--- config.mk ---
export PLATFORM = sky130hd
export DESIGN_NAME = alu_sequencer_flat
export DESIGN_NICKNAME = d
export VERILOG_FILES = /design/src/rtl/alu_sequencer_if.sv /design/src/rtl/alu_sequencer.sv /design/src/flat_wrapper.sv
export SDC_FILE = /design/constraint.sdc
export NUM_CORES = 1
export LEC_CHECK = 0
export BUFFER_PORTS_ARGS = -buffer_cell sky130_fd_sc_hd__buf_2
export CELL_PAD_IN_SITES_DETAIL_PLACEMENT = 1
export CELL_PAD_IN_SITES_GLOBAL_PLACEMENT = 2
export CORE_MARGIN = 2
export CORE_UTILIZATION = 45
export CTS_BUF_LIST = sky130_fd_sc_hd__clkbuf_8
export CTS_CLUSTER_SIZE = 20
export DETAILED_ROUTE_END_ITERATION = 16
export GPL_ROUTABILITY_DRIVEN = 0
export PLACE_DENSITY = 0.82
export SYNTH_ARGS = -nofsm -noshare
export SYNTH_HDL_FRONTEND = slang
export SYNTH_SLANG_ARGS = --single-unit
export TNS_END_PERCENT = 100
--- constraint.sdc ---
create_clock -name clk -period 4.79 [get_ports clk]
set_input_delay 0.958 -clock clk [delete_from_list [all_inputs] [get_ports clk]]
set_output_delay 0.958 -clock clk [all_outputs]
set_load 0.1 [all_outputs]
--- src/rtl/alu_sequencer_if.sv ---
// Bus bundle for alu_sequencer: instruction handshake, host register
// access, ALU drive/return and retire status.
interface alu_sequencer_if;
    logic        instr_valid;
    logic        instr_ready;
    logic [15:0] instr;
    logic        ld_en;
    logic [2:0]  ld_addr;
    logic [15:0] ld_data;
    logic [2:0]  rd_addr;
    logic [15:0] rd_data;
    logic [4:0]  alu_F;
    logic [15:0] alu_A;
    logic [15:0] alu_B;
    logic        alu_Cin;
    logic [15:0] alu_Result;
    logic [5:0]  alu_Status;
    logic [5:0]  flags;
    logic        done;
    logic        err;

    modport master (
        output instr_valid, instr,
        output ld_en, ld_addr, ld_data, rd_addr,
        output alu_Result, alu_Status,
        input  instr_ready, rd_data,
        input  alu_F, alu_A, alu_B, alu_Cin,
        input  flags, done, err
    );

    modport slave (
        input  instr_valid, instr,
        input  ld_en, ld_addr, ld_data, rd_addr,
        input  alu_Result, alu_Status,
        output instr_ready, rd_data,
        output alu_F, alu_A, alu_B, alu_Cin,
        output flags, done, err
    );
endinterface

--- src/rtl/alu_sequencer.sv ---
// Two-state execution controller feeding a 16-bit ALU from an 8x16
// register file, with writeback and a persistent status flag register.
module alu_sequencer (
    input  logic            clk,
    input  logic            rst_n,
    alu_sequencer_if.slave  bus
);
    typedef enum logic {
        IDLE = 1'b0,
        EXEC = 1'b1
    } state_e;

    state_e      state_q;
    state_e      state_d;

    logic [15:0] rf_q [8];
    logic [5:0]  flags_q;
    logic [4:0]  alu_f_q;
    logic [15:0] alu_a_q;
    logic [15:0] alu_b_q;
    logic        alu_cin_q;
    logic [2:0]  rd_q;
    logic        legal_q;
    logic        done_q;
    logic        err_q;

    logic        ready;
    logic        accept;
    logic        wb_en;
    logic        done_d;
    logic        err_d;

    logic [4:0]  dec_f;
    logic [2:0]  dec_rd;
    logic [2:0]  dec_rs1;
    logic [2:0]  dec_rs2;
    logic        dec_legal;
    logic [1:0]  instr_unused;

    assign dec_f        = bus.instr[15:11];
    assign dec_rd       = bus.instr[10:8];
    assign dec_rs1      = bus.instr[7:5];
    assign dec_rs2      = bus.instr[4:2];
    assign instr_unused = bus.instr[1:0];

    assign dec_legal = dec_f inside {
        5'h01, [5'h03:5'h0B], [5'h10:5'h17]
    };

    always_ff @(posedge clk or negedge rst_n) begin
        if (!rst_n) begin
            state_q <= IDLE;
        end else begin
            state_q <= state_d;
        end
    end

    always_comb begin
        state_d = state_q;
        unique case (state_q)
            IDLE: if (bus.instr_valid) state_d = EXEC;
            EXEC: state_d = IDLE;
        endcase
    end

    // Writeback and retire pulses come from the legality latched at accept.
    always_comb begin
        ready  = 1'b0;
        accept = 1'b0;
        wb_en  = 1'b0;
        done_d = 1'b0;
        err_d  = 1'b0;
        unique case (state_q)
            IDLE: begin
                ready  = 1'b1;
                accept = bus.instr_valid;
            end
            EXEC: begin
                wb_en  = legal_q;
                done_d = legal_q;
                err_d  = ~legal_q;
            end
        endcase
    end

    always_ff @(posedge clk or negedge rst_n) begin
        if (!rst_n) begin
            alu_f_q   <= '0;
            alu_a_q   <= '0;
            alu_b_q   <= '0;
            alu_cin_q <= 1'b0;
            rd_q      <= '0;
            legal_q   <= 1'b0;
        end else if (accept) begin
            alu_f_q   <= dec_f;
            alu_a_q   <= rf_q[dec_rs1];
            alu_b_q   <= rf_q[dec_rs2];
            alu_cin_q <= flags_q[5];
            rd_q      <= dec_rd;
            legal_q   <= dec_legal;
        end
    end

    always_ff @(posedge clk or negedge rst_n) begin
        if (!rst_n) begin
            flags_q <= '0;
            done_q  <= 1'b0;
            err_q   <= 1'b0;
        end else begin
            done_q <= done_d;
            err_q  <= err_d;
            if (wb_en) flags_q <= bus.alu_Status;
        end
    end

    // Writeback is assigned last so it overrides a same-address host load.
    always_ff @(posedge clk or negedge rst_n) begin
        if (!rst_n) begin
            for (int i = 0; i < 8; i++) rf_q[i] <= '0;
        end else begin
            if (bus.ld_en) rf_q[bus.ld_addr] <= bus.ld_data;
            if (wb_en)     rf_q[rd_q] <= bus.alu_Result;
        end
    end

    assign bus.instr_ready = ready;
    assign bus.rd_data     = rf_q[bus.rd_addr];
    assign bus.alu_F       = alu_f_q;
    assign bus.alu_A       = alu_a_q;
    assign bus.alu_B       = alu_b_q;
    assign bus.alu_Cin     = alu_cin_q;
    assign bus.flags       = flags_q;
    assign bus.done        = done_q;
    assign bus.err         = err_q;
endmodule

--- src/flat_wrapper.sv ---
// flat-port wrapper written by rule: the top's interface ports become plain ports
module alu_sequencer_flat 
  (clk, rst_n, bus_instr_valid, bus_instr, bus_ld_en, bus_ld_addr, bus_ld_data, bus_rd_addr, bus_alu_Result, bus_alu_Status, bus_instr_ready, bus_rd_data, bus_alu_F, bus_alu_A, bus_alu_B, bus_alu_Cin, bus_flags, bus_done, bus_err);
  alu_sequencer_if bus_i ();
  input  logic clk;
  input  logic rst_n;
  input wire logic [$bits(bus_i.instr_valid)-1:0] bus_instr_valid;
  input wire logic [$bits(bus_i.instr)-1:0] bus_instr;
  input wire logic [$bits(bus_i.ld_en)-1:0] bus_ld_en;
  input wire logic [$bits(bus_i.ld_addr)-1:0] bus_ld_addr;
  input wire logic [$bits(bus_i.ld_data)-1:0] bus_ld_data;
  input wire logic [$bits(bus_i.rd_addr)-1:0] bus_rd_addr;
  input wire logic [$bits(bus_i.alu_Result)-1:0] bus_alu_Result;
  input wire logic [$bits(bus_i.alu_Status)-1:0] bus_alu_Status;
  output wire logic [$bits(bus_i.instr_ready)-1:0] bus_instr_ready;
  output wire logic [$bits(bus_i.rd_data)-1:0] bus_rd_data;
  output wire logic [$bits(bus_i.alu_F)-1:0] bus_alu_F;
  output wire logic [$bits(bus_i.alu_A)-1:0] bus_alu_A;
  output wire logic [$bits(bus_i.alu_B)-1:0] bus_alu_B;
  output wire logic [$bits(bus_i.alu_Cin)-1:0] bus_alu_Cin;
  output wire logic [$bits(bus_i.flags)-1:0] bus_flags;
  output wire logic [$bits(bus_i.done)-1:0] bus_done;
  output wire logic [$bits(bus_i.err)-1:0] bus_err;
  assign bus_i.instr_valid = bus_instr_valid;
  assign bus_i.instr = bus_instr;
  assign bus_i.ld_en = bus_ld_en;
  assign bus_i.ld_addr = bus_ld_addr;
  assign bus_i.ld_data = bus_ld_data;
  assign bus_i.rd_addr = bus_rd_addr;
  assign bus_i.alu_Result = bus_alu_Result;
  assign bus_i.alu_Status = bus_alu_Status;
  assign bus_instr_ready = bus_i.instr_ready;
  assign bus_rd_data = bus_i.rd_data;
  assign bus_alu_F = bus_i.alu_F;
  assign bus_alu_A = bus_i.alu_A;
  assign bus_alu_B = bus_i.alu_B;
  assign bus_alu_Cin = bus_i.alu_Cin;
  assign bus_flags = bus_i.flags;
  assign bus_done = bus_i.done;
  assign bus_err = bus_i.err;
  alu_sequencer u_core (.clk(clk), .rst_n(rst_n), .bus(bus_i));
endmodule
Word level (Yosys, flattened, before mapping)
Index checks and enable logic that the tools add are counted.
{ "classes": {"order_cmp": 11, "eq_ne": 1, "mux": 23, "bitwise_logic": 7, "reduce_logical": 5} }
{ "op_table": {"columns": ["op", "n"], "rows": [
  ["bitwise mux 128 bit", 2],
  ["2-to-1 mux 128 bit", 2],
  ["binary-select mux 16 bit (select 3 bit)", 3],
  ["2-to-1 mux 16 bit", 8],
  ["demux 16 bit (select 3 bit)", 2],
  [">= comparator 4 bit (second input constant)", 5],
  ["NOT 3 -> 4 bit", 5],
  ["less-than comparator 4 x 1 -> 1 bit (second input constant)", 2],
  ["equality test 5 x 1 -> 1 bit (second input constant)", 1],
  [">= comparator 5 x 2 -> 1 bit (second input constant)", 1],
  [">= comparator 5 bit (second input constant)", 1],
  ["less-or-equal comparator 5 x 4 -> 1 bit (second input constant)", 1],
  ["less-or-equal comparator 5 bit (second input constant)", 1],
  ["2-to-1 mux 1 bit", 5],
  ["logical AND 1 bit", 4],
  ["nonzero test 3 bit", 1],
  ["NOT 1 bit", 2],
  ["one-hot mux 1 bit (2 select lines)", 1]
]} }
{ "word_totals": {"regBits": 179, "in_bits": 64} }

Longest topological paths before layout
{ "logic_depth": {"word_depth": 9, "depth_mapped": 6} }

Least setup slack after synthesis
No wires, ideal clock.
{ "synth_path": {"path_type": "input-to-output", "from": "input bus_rd_addr[0]", "to": "output bus_rd_data[0]", "arrival_time_ps": 2484, "setup_slack_ps": 1348, "stages": 4, "n_path_buf": 2, "cell_sequence": "clkbuf_1 -> buf_2 -> mux4_2 -> mux2_2"} }
{ "synth_via": {"elab_chain_cells": 4} }
{ "synth_rtl": {"columns": ["element", "line_no", "rtl"], "rows": [
  ["from (decl)", "flat_wrapper.sv:12", "input wire logic [$bits(bus_i.rd_addr)-1:0] bus_rd_addr;"],
  ["NOT 3 -> 4 bit (not written as such)", "alu_sequencer.sv:127", "assign bus.rd_data = rf_q[bus.rd_addr];"],
  ["binary-select mux 16 bit (select 3 bit)", "alu_sequencer.sv:127", null],
  ["2-to-1 mux 16 bit (not written as such) (2 in a row)", "alu_sequencer.sv:127", null],
  ["to (decl)", "flat_wrapper.sv:16", "output wire logic [$bits(bus_i.rd_data)-1:0] bus_rd_data;"]
]} }
No other way between the ends. The select of a mux whose other input is x is not followed.

Worst setup path after layout
{ "layout_path": {"from": "input bus_rd_addr[1]", "to": "output bus_rd_data[11]"} }
The elaborated chain is that of the path after synthesis.

==> flow_summary_export.csv <==
group,metric,value,unit
floorplan,core,25200,µm²
synthesis,seq_area_frac_synth,38.7,%
timing,drv_slew,0,
pwr,p_per_area,516,nW/µm²
grt,grt_overflow,0,
synthesis,syn-instance-count,863,
pwr,intPower,3.74,mW
floorplan,io_pins,127,
placement,port_buffers,124,
drt,drt_iter0_markers,476,
floorplan,dieArea,27000,µm²
floorplan,rows,58,
synthesis,yosys.area_share.simple,3.44,%
timing,tns,0,ps
pwr,p_leak,5.66,nW
clock_tree,clkLatencyLatePin,490,ps
layout,fin_util,50.9,%
timing,hold_slack,479,ps
timing,fin_crit,3670,ps
drt,drcViolationCount,0,
layout,finalNonFillerCells,1302,
grt,grt_pass1_vias,8249,
synthesis,synth_warnings,0,
synthesis,synthXorXnorAreaFrac,0,%
timing,clock_skew,18.5,ps
flow_run,maxCapViolCount,0,
critical_path,endpoint_kind,"primary output",
placement,dp_cells,1270,
synthesis,synthAdderAreaFrac,0,%
floorplan,start_util,46.0,%
timing,final-setup-viol-count,0,
layout,final_common_cell,"mux2_2",
clock_tree,numCtsBuffers,17,
synthesis,synthesis.area,11600,µm²
critical_path,worstSetupPathType,"input pin to primary output",
critical_path,crit_path_start_kind,"input pin",
clock_tree,hold_buffers,0,
layout,layout.cells.most_common_list,"290 x mux2_2, 179 x dfrtp_1, 123 x buf_2",
critical_path,path_max_fanout,20,
min_path,hold_path_class,"register to register",
timing,rsz0062_at_grt,"false",
floorplan,die_h,164,µm
grt,grt_max_degree,102,
drt,firstDrtPassIters,4,
drt,routed_wl,34.1,mm
drt,num_vias,7932,
clock_tree,cts_sinks,179,
layout,fill_cells,2610,
clock_tree,clock_tree.root_cell,"clkbuf_8",
synthesis,synthFlopType,"dfrtp_1",
clock_tree,cts.repair.resized,0,
synthesis,synth_enable_flop_cells,0,
placement,post-dp-hpwl,20.8,mm
synthesis,yosys_register_bits,179,
drt,viasPerCell,6.09,
clock_tree,path_clk_slew,100,ps
floorplan,dieWidth,164,µm
timing,fin_crit_sh,76.5,%
synthesis,yosysUniqueCellTypes,28,
synthesis,syn-num-nets,927,
layout,drive_above_1_share,58.2,%
clock_tree,cts_buffer_depth,2,
pwr,pwr-share-seq,36.3,%
pwr,p_clk_share,17.0,%
timing,timing.fmax,0.273,GHz
drt,wire_per_inst,26.2,µm
synthesis,muxShareOfSynthArea,47.9,%
synthesis,synth_top_family_by_area,"multiplexers",
critical_path,crit_required,3830,ps
grt,antenna_found_initial,0,
clock_tree,post_cts_buffers,0,
run_status,status,"finished clean",
layout,area_growth,10.7,%
pwr,p_sw_share,43.5,%
synthesis,avgSynthCellArea,13.4,µm²
pwr,power.total,6.62,mW
pwr,switchingPower,2.88,mW
pwr,p_comb_share,46.8,%
timing,slew_headroom,18.0,%
grt,track_usage,25.8,%
timing,worst_pin_slew,1230,ps
clock_tree,cts_tree,"done",
drt,ant_nets,0,
timing,hold_violations,0,
grt,grt_pass1_wl,51.3,mm
synthesis,synth-compound-area-share,6.31,%
clock_tree,cts_max_level,4,
layout,diodes,0,
layout,fin_nets,1023,
critical_path,critical_path_arrival,2710,ps
synthesis,postSynth.asyncResetShare,100,%
pwr,peakVddDrop,0.358,mV
## cells by family (layout without fill, tap and decap cells)
| kind of cell | after synthesis | in the layout |
|---|---|---|
| AO/OA/AOI/OAI | 98 | 98 |
| buffers and inverters | 72 | 181 |
| flip-flops | 179 | 179 |
| multiplexers | 447 | 447 |
| AND/OR/NAND/NOR | 67 | 67 |
## cell type report
class,count,area (µm²),area share [%]
multi-input combinational,612,6680,52.1
sequential,179,4480,35.0
timing repair buffer,146,817,6.38
tap,330,413,3.22
clock buffer,18,248,1.93
clock inverter,14,169,1.32
inverter,3,11.3,0.0879
## power groups by stage
stage / sequential (mW) / clock [mW] / combinational [mW]
floorplan: 2.97 / 0 / 1.92
global placement: 2.39 / 0 / 3.02
detailed placement: 2.42 / 0 / 3.10
CTS: 2.39 / 1.15 / 3.11
global route: 2.46 / 1.21 / 3.26
finish: 2.40 / 1.12 / 3.09
## through the flow
| stage | area, µm² | setup slack (ps) |
|---|---|---|
| 4_1_cts | 12800 | 1120 |
| 5_1_grt | 12800 | 1070 |
| 3_5_place_dp | 12400 | 1120 |
| 3_3_place_gp | 12400 | 1120 |
| 2_1_floorplan | 11600 | 1350 |
| 6_report | 12800 | 1120 |
## layer usage
metal | track usage, % | wire, µm
met1 | 33.8 | 15100
met5 | 0 | 0
met2 | 44.4 | 17100
met3 | 3.79 | 1270
met4 | 7.14 | 573
## registers in the layout, summed over array words and instances, names as in the netlist, 3 cells and up
name,count
u_core.bus.alu_A,16
u_core.bus.alu_B,16
u_core.bus.alu_F,5
u_core.bus.flags,6
u_core.rd_q,3
u_core.rf_q,128
## worst max-delay path, stage by stage
cell and delay (ps):
buf_2 520, buf_4 310, mux4_2 320, mux2_2 290, buf_2 300
## synth_stat cells, types with 2 or more instances
cell	instances	area share, %
o22ai_1	32	1.7
mux2i_1	64	5.5
buf_6	7	0.68
mux4_2	32	6.2
inv_1	3	0.097
clkbuf_1	27	0.88
buf_4	5	0.32
mux2_4	60	7.8
a22o_1	32	2.4
o31ai_1	32	2.1
dfrtp_1	179	39
and4bb_1	3	0.32
nand2_1	43	1.4
o21ai_0	2	0.087
nand4b_4	3	0.62
nand3_1	2	0.087
buf_12	3	0.52
nor2_1	4	0.13
buf_2	27	1.2
mux2_2	290	28
nand2b_1	3	0.16
nor2b_1	4	0.22
## worst paths after layout
path	start	endpoint	slack, ps	cells after the start
max reg2reg	u_core.state_q	u_core.rf_q[8]	2680	4
min	u_core.bus.alu_A[13]	u_core.bus.alu_A[13]	480	2
max in group asynchronous	rst_n	u_core.bus.alu_B[8]	3250	2
min in group asynchronous	rst_n	u_core.bus.flags[4]	560	1
max	bus_rd_addr[1]	bus_rd_data[11]	1120	5
min reg2reg	u_core.bus.alu_A[13]	u_core.bus.alu_A[13]	480	2
No activity file was read; power rests on OpenSTA's default activity.
